**config.mk**
```make
export PLATFORM = sky130hd
export DESIGN_NAME = hazard_scoreboard
export DESIGN_NICKNAME = d
export VERILOG_FILES = /design/src/rtl/haz_pkg.sv /design/src/rtl/hazard_sb_entry.sv /design/src/rtl/hazard_scoreboard.sv
export SDC_FILE = /design/constraint.sdc
export NUM_CORES = 1
export LEC_CHECK = 0
export BUFFER_PORTS_ARGS = -buffer_cell sky130_fd_sc_hd__buf_2
export CAP_MARGIN = 15
export CORE_AREA = 2 2 78 80
export CTS_CLUSTER_SIZE = 8
export DETAILED_ROUTE_END_ITERATION = 16
export DIE_AREA = 0 0 80 82
export GPL_TIMING_DRIVEN = 0
export PLACE_DENSITY = 0.76
export REMOVE_ABC_BUFFERS = 1
export SETUP_SLACK_MARGIN = 0.02
export SYNTH_ARGS = -nofsm -noshare
export SYNTH_HDL_FRONTEND = slang
export SYNTH_HIERARCHICAL = 1
export SYNTH_SLANG_ARGS = --single-unit
```
**constraint.sdc**
```tcl
create_clock -name clk -period 2.2 [get_ports clk]
set_clock_uncertainty 0.2 [all_clocks]
set_input_delay 0.11 -clock clk [delete_from_list [all_inputs] [get_ports clk]]
set_output_delay 0.11 -clock clk [all_outputs]
set_load 0.01 [all_outputs]
```
**src/rtl/haz_pkg.sv**
```systemverilog
// Shared defaults and widths for the hazard scoreboard slice.
package haz_pkg;
  localparam int unsigned REG_ADDR_W_DEF   = 4;
  localparam int unsigned LAT_W_DEF        = 2;
  localparam int unsigned STALL_CNT_W      = 16;
  localparam int unsigned FLUSH_CYCLES_DEF = 1;
  // Flush down-counter width covers the full 1..15 FLUSH_CYCLES range.
  localparam int unsigned FLUSH_CNT_W      = 4;
endpackage

```
**src/rtl/hazard_sb_entry.sv**
```systemverilog
// One scoreboard entry: pending-latency counter with load, decrement and clear.
module hazard_sb_entry
  import haz_pkg::*;
#(
  parameter int unsigned LAT_W = LAT_W_DEF
) (
  input  logic             clk,
  input  logic             rst,
  input  logic             load,
  input  logic [LAT_W-1:0] load_val,
  output logic             pending
);

  logic [LAT_W-1:0] cnt;

  // A load in the same cycle as a decrement takes priority.
  always_ff @(posedge clk) begin
    if (rst)
      cnt <= '0;
    else if (load)
      cnt <= load_val;
    else if (cnt != '0)
      cnt <= cnt - 1'b1;
  end

  assign pending = (cnt != '0);

endmodule

```
**src/rtl/hazard_scoreboard.sv**
```systemverilog
// Register hazard scoreboard: load-use stall, branch flush window, busy flag.
// Optional stall performance counter enabled by defining HAZ_PERF_EN.
module hazard_scoreboard
  import haz_pkg::*;
#(
  parameter int unsigned REG_ADDR_W   = REG_ADDR_W_DEF,
  parameter int unsigned LAT_W        = LAT_W_DEF,
  parameter int unsigned FLUSH_CYCLES = FLUSH_CYCLES_DEF,
  parameter bit          ZERO_REG_HW  = 1'b1
) (
  input  logic                   clk,
  input  logic                   rst,
  input  logic [REG_ADDR_W-1:0]  id_rs1,
  input  logic [REG_ADDR_W-1:0]  id_rs2,
  input  logic                   id_rs1_used,
  input  logic                   id_rs2_used,
  input  logic                   id_valid,
  input  logic                   ex_issue,
  input  logic [REG_ADDR_W-1:0]  ex_rd,
  input  logic [LAT_W-1:0]       ex_lat,
  input  logic                   branch_taken,
  output logic                   stall,
  output logic                   flush,
  output logic                   busy,
  output logic [STALL_CNT_W-1:0] stall_cnt
);

  localparam int unsigned NUM_REGS = 2 ** REG_ADDR_W;

  logic [FLUSH_CNT_W-1:0] flush_cnt;
  logic [NUM_REGS-1:0]    pending;
  logic                   issue_eff;
  logic                   lat_nz;
  logic                   rs1_blocked;
  logic                   rs2_blocked;

  // Flush is live in the branch cycle itself; the counter covers the rest.
  assign flush = ~rst & (branch_taken | (flush_cnt != '0));

  always_ff @(posedge clk) begin
    if (rst)
      flush_cnt <= '0;
    else if (branch_taken)
      flush_cnt <= FLUSH_CNT_W'(FLUSH_CYCLES - 1);
    else if (flush_cnt != '0)
      flush_cnt <= flush_cnt - 1'b1;
  end

  assign issue_eff = ex_issue & ~flush & ~rst & ~(ZERO_REG_HW && (ex_rd == '0));
  assign lat_nz    = (ex_lat != '0);

  for (genvar r = 0; r < NUM_REGS; r++) begin : g_entry
    hazard_sb_entry #(.LAT_W(LAT_W)) u_entry (
      .clk      (clk),
      .rst      (rst),
      .load     (issue_eff && (ex_rd == REG_ADDR_W'(r))),
      .load_val (ex_lat),
      .pending  (pending[r])
    );
  end

  always_comb begin
    rs1_blocked = id_rs1_used & (pending[id_rs1] | (issue_eff & lat_nz & (ex_rd == id_rs1)));
    rs2_blocked = id_rs2_used & (pending[id_rs2] | (issue_eff & lat_nz & (ex_rd == id_rs2)));
    stall       = id_valid & (rs1_blocked | rs2_blocked) & ~flush & ~rst;
  end

  assign busy = |pending;

`ifdef HAZ_PERF_EN
  logic [STALL_CNT_W-1:0] perf_q;

  always_ff @(posedge clk) begin
    if (rst)
      perf_q <= '0;
    else if (stall && (perf_q != '1))
      perf_q <= perf_q + 1'b1;
  end

  assign stall_cnt = perf_q;
`else
  assign stall_cnt = '0;
`endif

endmodule
```
==> impl_metrics.json, run 1 <==
{
  "grt_pass1_wl_um": 10900,
  "synthFlopType": "dfxtp_1",
  "grt_antenna_before_repair": 0,
  "synth_top_area_frac": 0.244,
  "p_sw_mw": 1.55,
  "p_leak_nw": 1.52,
  "final_area_mm2": 0.00360,
  "layout_common_cells": "inv_1 (35), and2b_1 (32), nand3b_1 (32)",
  "r2r_slack_ps": -200,
  "max_freq_ghz": 0.417,
  "internal-power_mw": 2.36,
  "synth_edf_count": 0,
  "crit_path_start": "flush_cnt[1]",
  "mostFrequentLayoutCell": "inv_1",
  "setup_ws_ps": -197,
  "die_w_um": 80,
  "netSwitchingFraction": 0.397,
  "hp-class": "input pin to flop",
  "powerDensity_mw_per_mm2": 1080,
  "ys_async_sr_fraction": 0,
  "antenna_cells": 0,
  "finalWirelength_um": 6730,
  "seqPwrFrac": 0.269,
  "pin_count": 40,
  "setup_viol": 16,
  "fin_crit_sh": 1.09,
  "drtIter0Drc": 198,
  "synth_top_cell_by_area": "dfxtp_1",
  "cts_num_sinks": 36,
  "port_buffers": 23,
  "synthToLayoutAreaGrowth_pct": 21.9,
  "die-area_mm2": 0.00656,
  "clk_latency_ps": 290,
  "critPathMaxFanout": 6,
  "cts_htree_levels": 2,
  "overflow": 0,
  "grt_max_degree": 67,
  "track_usage": 0.214,
  "timing.rr.start": "flush_cnt[1]",
  "endpoint_kind": "flop",
  "wl_per_cell_um": 15.2,
  "synth_cell_type_count": 42,
  "core_area_mm2": 0.00575,
  "worst_r2r_endpoint": "g_entry[3].u_entry/cnt[1]",
  "yosys_register_bits": 36,
  "drt_pass1_iterations": 4,
  "initial_core_util": 0.514,
  "viasPerCell": 5.50,
  "clk_pin_slew_ps": 70,
  "avgSynthCellArea_um2": 9.09,
  "clockRootBuffer": "clkbuf_8",
  "rsz0062_at_grt": "true",
  "combinationalPowerShare": 0.614,
  "failed_checks": "setup timing",
  "clock_power_share": 0.117,
  "synthTopCellsByArea": "dfxtp_1 (24%), o41ai_2 (8.8%), and2b_1 (8.1%)",
  "worst_pin_slew_ps": 790,
  "first_global_vias": 2368,
  "syn_inst": 325,
  "drv_cap": 0,
  "crit_type": "flop to flop",
  "die_h_um": 82,
  "vias": 2424,
  "synth_area_mm2": 0.00295,
  "status": "complete, but fails checks",
  "place_hpwl_um": 4410,
  "vdd.ir_drop.worst_mv": 0.470,
  "slew_headroom": 0.468,
  "cp-endpoint": "g_entry[3].u_entry/cnt[1]",
  "postRouteAntennaNets": 0,
  "fin_crit_ps": 2400,
  "cts_tree": "yes",
  "arrival_ps": 2400,
  "gp_congestion": 0.847,
  "yosysSeqAreaShare": 0.244,
  "post-route-util": 0.627,
  "fin_nets": 405,
  "r2r_cells": 8,
  "min_path_cells": 3,
  "postPlaceCellArea_mm2": 0.00308,
  "cts_made_buffers": 5,
  "cp-start-kind": "flop",
  "finalMaxSlewViolations": 0,
  "clockBufferDepth": 2,
  "cp.required_ps": 2200,
  "yosysWarnings": 6,
  "drive_gt1_frac": 0.347,
  "final_hold_viol_count": 0,
  "rows": 28,
  "drt_drc_violations_left": 0
}
## synthesized netlist by cell type (2+ instances only)
cell,n
inv_1,50
dfxtp_1,36
mux4_2,6
nor4_1,10
nand3b_1,32
nand3_1,2
buf_4,16
nor2_1,17
xor2_1,20
nor3_1,5
xnor2_1,6
o21ai_0,2
nand4b_1,2
o41ai_2,16
nand2b_1,4
nand2_1,3
clkbuf_1,4
mux2_2,3
nor3b_1,2
nand4_1,2
a21oi_1,2
nor2b_1,2
ha_1,18
and2b_1,32
o31ai_1,16
## what timing repair did
action	CTS	global route
hold endpoints to repair	4	0
gates resized for setup	52	31
pin swaps	19	4
hold buffers	1	0
setup buffers	5	8
endpoints found under the setup margin	31	31
## cell families after synthesis
kind of cell	after synthesis	share of synthesized area
other cells	1	0.00127
flops	36	0.244
buf+inv	72	0.115
xor+xnor	26	0.0771
simple gates	119	0.270
compound gates	43	0.156
fa+ha+maj	18	0.0762
mux	10	0.0606
## layout make-up
cell class | count | area, um2
clock buffer | 6 | 72.6
multi-input combinational | 236 | 2290
tap | 75 | 93.8
sequential | 36 | 728
timing repair buffer | 37 | 225
inverter | 50 | 188
clock inverter | 1 | 5.00
fill | 454 | 2140
## power by group through the flow
stage / registers, mW / logic (mW) / clock network [mW]
after CTS: 1.04 / 2.28 / 0.467
after detailed placement: 1.03 / 1.92 / 0
after global placement: 1.03 / 1.82 / 0
final: 1.05 / 2.40 / 0.458
after global routing: 1.08 / 2.69 / 0.499
after floorplan: 1.01 / 1.55 / 0
## per-stage QoR
step / setup TNS (ps) / std cells / hold WS [ps] / total power [mW] / setup WS (ps)
2_1_floorplan: 0 / 322 / 9.31 / 2.56 / 34.1
6_report: -1410 / 441 / 80.4 / 3.91 / -197
3_3_place_gp: -2550 / 420 / 265 / 2.85 / -257
4_1_cts: -479 / 433 / 75.4 / 3.79 / -149
3_5_place_dp: -3490 / 420 / 273 / 2.96 / -362
5_1_grt: -3810 / 441 / 93.9 / 4.27 / -279
## registers in the layout, indices dropped and copies added (netlist names)
signal	flops
g_entry.u_entry/cnt	32
flush_cnt	4
## worst min-delay path by stage
stage                     slack [ps]          from                         end
final                             80     ex_lat[0]   g_entry[5].u_entry/cnt[0]
after global routing              90     ex_lat[0]  g_entry[11].u_entry/cnt[0]
after CTS                         80     ex_lat[0]   g_entry[5].u_entry/cnt[0]
after detailed placement         270  branch_taken                flush_cnt[0]
after global placement           270  branch_taken                flush_cnt[3]
after floorplan                    9           rst   g_entry[0].u_entry/cnt[1]
## layer usage
metal / track usage / up-vias / wire, um
met1: 0.266 / 1162 / 2980
met3: 0.0396 / 14 / 332
li1: - / 1181 / -
met2: 0.366 / 67 / 3280
met5: 0 / - / 0
met4: 0.0864 / 0 / 135
## critical path: stages, from the launching register on
cell      delay, ps
dfxtp_2         330
inv_2            70
ha_4            130
or3b_4          410
nor2_8          150
nand2_4          70
nor4_1          660
nand3b_1        190
o41ai_2          80
(Power assumes the default switching activity.)
==> run 2: changes to the inputs <==
- ABC_AREA: not set -> 1
- CORE_AREA: 2 2 78 80 -> 2 2 80 82
- DIE_AREA: 0 0 80 82 -> 0 0 82 84
- PLACE_DENSITY: 0.76 -> 0.75
==> run 2 against run 1 <==
The run now ends clean. Register-to-register slack gained 390 ps. Worst setup slack gained 340 ps. Critical path depth grew 4. Final cell count grew 46%. Sequential share of layout area is essentially flat. Final area grew 0.14%. Fmax grew 17%. Critical endpoint is now stall. Largest cell class unchanged.
==> impl_metrics.json, run 2 <==
{
  "status": "finished clean",
  "grt_pass1_wl_um": 11600,
  "final_area_mm2": 0.00361,
  "crit_type": "flop to primary output",
  "largest_reg_flops": 32,
  "n_fill_cell": 620,
  "r2r_cells": 13,
  "synth_top_cell_by_area": "dfxtp_1",
  "overflow": 0,
  "yosysWarnings": 6,
  "setup_ws_ps": 144,
  "port_buffers": 23,
  "pin_count": 40,
  "largest_registers": "g_entry.u_entry/cnt (32), flush_cnt (4)",
  "die_w_um": 82,
  "finalMaxSlewViolations": 0,
  "track_usage": 0.211,
  "crit_path_start": "g_entry[13].u_entry/cnt[0]",
  "cp-start-kind": "flop",
  "cp-endpoint": "stall",
  "post-place-ws_ps": -39.9,
  "ys_async_sr_fraction": 0,
  "postPlaceCellArea_mm2": 0.00322,
  "arrival_ps": 1750,
  "synthToLayoutAreaGrowth_pct": 17.3,
  "postRouteAntennaNets": 0,
  "place_hpwl_um": 5300,
  "final_hold_viol_count": 0,
  "regArea_um2": 729,
  "cp.required_ps": 1890,
  "synthTopCellsByCount": "nand2_1 (148), inv_1 (124), nand3_1 (99)",
  "synth_area_mm2": 0.00307,
  "antenna_cells": 0,
  "rsz0062_at_grt": "false",
  "drt_pass1_iterations": 4,
  "drv_cap": 0,
  "wl_per_cell_um": 10.7,
  "grt_antenna_before_repair": 0,
  "powerDensity_mw_per_mm2": 1100,
  "critPathMaxStageDelay_ps": 330,
  "synth_top_area_frac": 0.234,
  "finalWirelength_um": 6880,
  "grt_max_degree": 19,
  "rows": 29,
  "avgSynthCellArea_um2": 5.80,
  "synth_edf_count": 0,
  "drive_gt1_frac": 0.253,
  "cts_num_sinks": 36,
  "yosys_register_bits": 36,
  "max_freq_ghz": 0.486,
  "drt_drc_violations_left": 0,
  "clk_latency_ps": 290,
  "core_area_mm2": 0.00610,
  "r2r_slack_ps": 190,
  "viasPerCell": 4.82,
  "clk_pin_slew_ps": 70,
  "synth_cell_type_count": 26,
  "top_register": "g_entry.u_entry/cnt",
  "setup_viol": 0,
  "fin_nets": 604,
  "hp-class": "input pin to flop",
  "cts_tree": "yes",
  "hold_ws_ps": 82.5,
  "initial_core_util": 0.504,
  "fin_crit_ps": 2060,
  "cts_made_buffers": 5,
  "yosysSeqAreaShare": 0.234,
  "cp_common_cell": "nand2_1",
  "gp_congestion": 0.919,
  "mostFrequentLayoutCell": "nand2_1",
  "p_leak_nw": 1.90,
  "critPathMaxFanout": 4,
  "clockRootBuffer": "clkbuf_8",
  "die-area_mm2": 0.00689,
  "endpoint_kind": "primary output",
  "vias": 3102,
  "layout_common_cells": "nand2_1 (148), inv_1 (107), nand3_1 (95)",
  "worst_r2r_endpoint": "g_entry[10].u_entry/cnt[0]",
  "clockBufferDepth": 2,
  "multi_input_comb_area_mm2": 0.00195,
  "fin_crit_sh": 0.935,
  "synthFlopType": "dfxtp_1",
  "cts_htree_levels": 2,
  "critPathSlowestCell": "dfxtp_1",
  "first_global_vias": 2854,
  "synth.most_common_cell": "nand2_1",
  "timing.rr.start": "flush_cnt[0]",
  "worstPathCellList": "inv_1 -> ha_2 -> inv_1 -> nand2_1 -> nand3_1 -> nand3_1 -> nand3_1 -> nand2_1 -> nand2_1 -> nand2_1 -> a21oi_2 -> buf_2",
  "drtIter0Drc": 201,
  "syn_inst": 530,
  "vdd.ir_drop.worst_mv": 0.530,
  "die_h_um": 84,
  "synthTopCellsByArea": "dfxtp_1 (23%), nand2_1 (18%), nand3_1 (16%)"
}
[run 2: final cells by class]
cell class	count	share of cell area
sequential	36	0.202
clock buffer	7	0.0267
inverter	146	0.153
tap	77	0.0267
multi-input combinational	349	0.542
timing repair buffer	27	0.0409
clock inverter	1	0.00833
[run 2: logic make-up (layout without fill, tap and decap cells)]
kind of cell,Yosys count,in the layout,share of synthesized area
AOI/OAI and AO/OA,5,5,0.0110
xor gates and xnor gates,5,5,0.0142
adders and majority gates,18,18,0.0733
buffers and inverters,164,181,0.225
DFF,36,36,0.234
other,1,20,0.00122
and+or+nand+nor,301,301,0.441
[run 2: worst min path at each step]
stage | from | end | slack (ps) | depth (start not counted)
after global placement | flush_cnt[0] | flush_cnt[0] | 270 | 2
final | rst | g_entry[14].u_entry/cnt[1] | 80 | 4
after floorplan | rst | g_entry[10].u_entry/cnt[0] | 60 | 3
after detailed placement | flush_cnt[0] | flush_cnt[0] | 280 | 2
after CTS | rst | g_entry[7].u_entry/cnt[0] | 100 | 4
after global routing | rst | g_entry[0].u_entry/cnt[1] | 120 | 4
[run 2: through the flow]
step | cells | power [mW] | setup TNS, ps | utilization
final | 643 | 3.95 | 0 | 0.592
after global routing | 643 | 4.43 | 0 | 0.592
after CTS | 640 | 3.81 | -704 | 0.553
after detailed placement | 631 | 3.14 | -342 | 0.528
after global placement | 631 | 3.05 | 0 | 0.528
after floorplan | 531 | 2.71 | 0 | -
[run 2: repair_timing]
item	CTS	global route
endpoints found under the hold margin	2	0
setup buffers	0	3
gates cloned	0	0
hold buffers	1	0
endpoints found under the setup margin	24	31
pin swaps	0	2
resized for setup	7	75
[run 2: report_power, final]
group	switching (mW)	total [mW]	internal, mW
Sequential	0.115	1.01	0.900
Clock	0.251	0.652	0.400
Combinational	1.35	2.28	0.930
Total	1.72	3.95	2.23
[run 2: worst max-delay path: cells and delay by family, from the launching register on]
family | cells | cell delay [ps]
and+or+nand+nor | 7 | 510
DFF | 1 | 330
buffers and inverters | 3 | 290
adders and majority gates | 1 | 210
AOI/OAI and AO/OA | 1 | 120
[run 2: metal layers]
| layer | GRT usage | wire length, um |
|---|---|---|
| met1 | 0.255 | 2980 |
| met5 | 0 | 0 |
| met3 | 0.0444 | 352 |
| met2 | 0.360 | 3430 |
| met4 | 0.0758 | 118 |
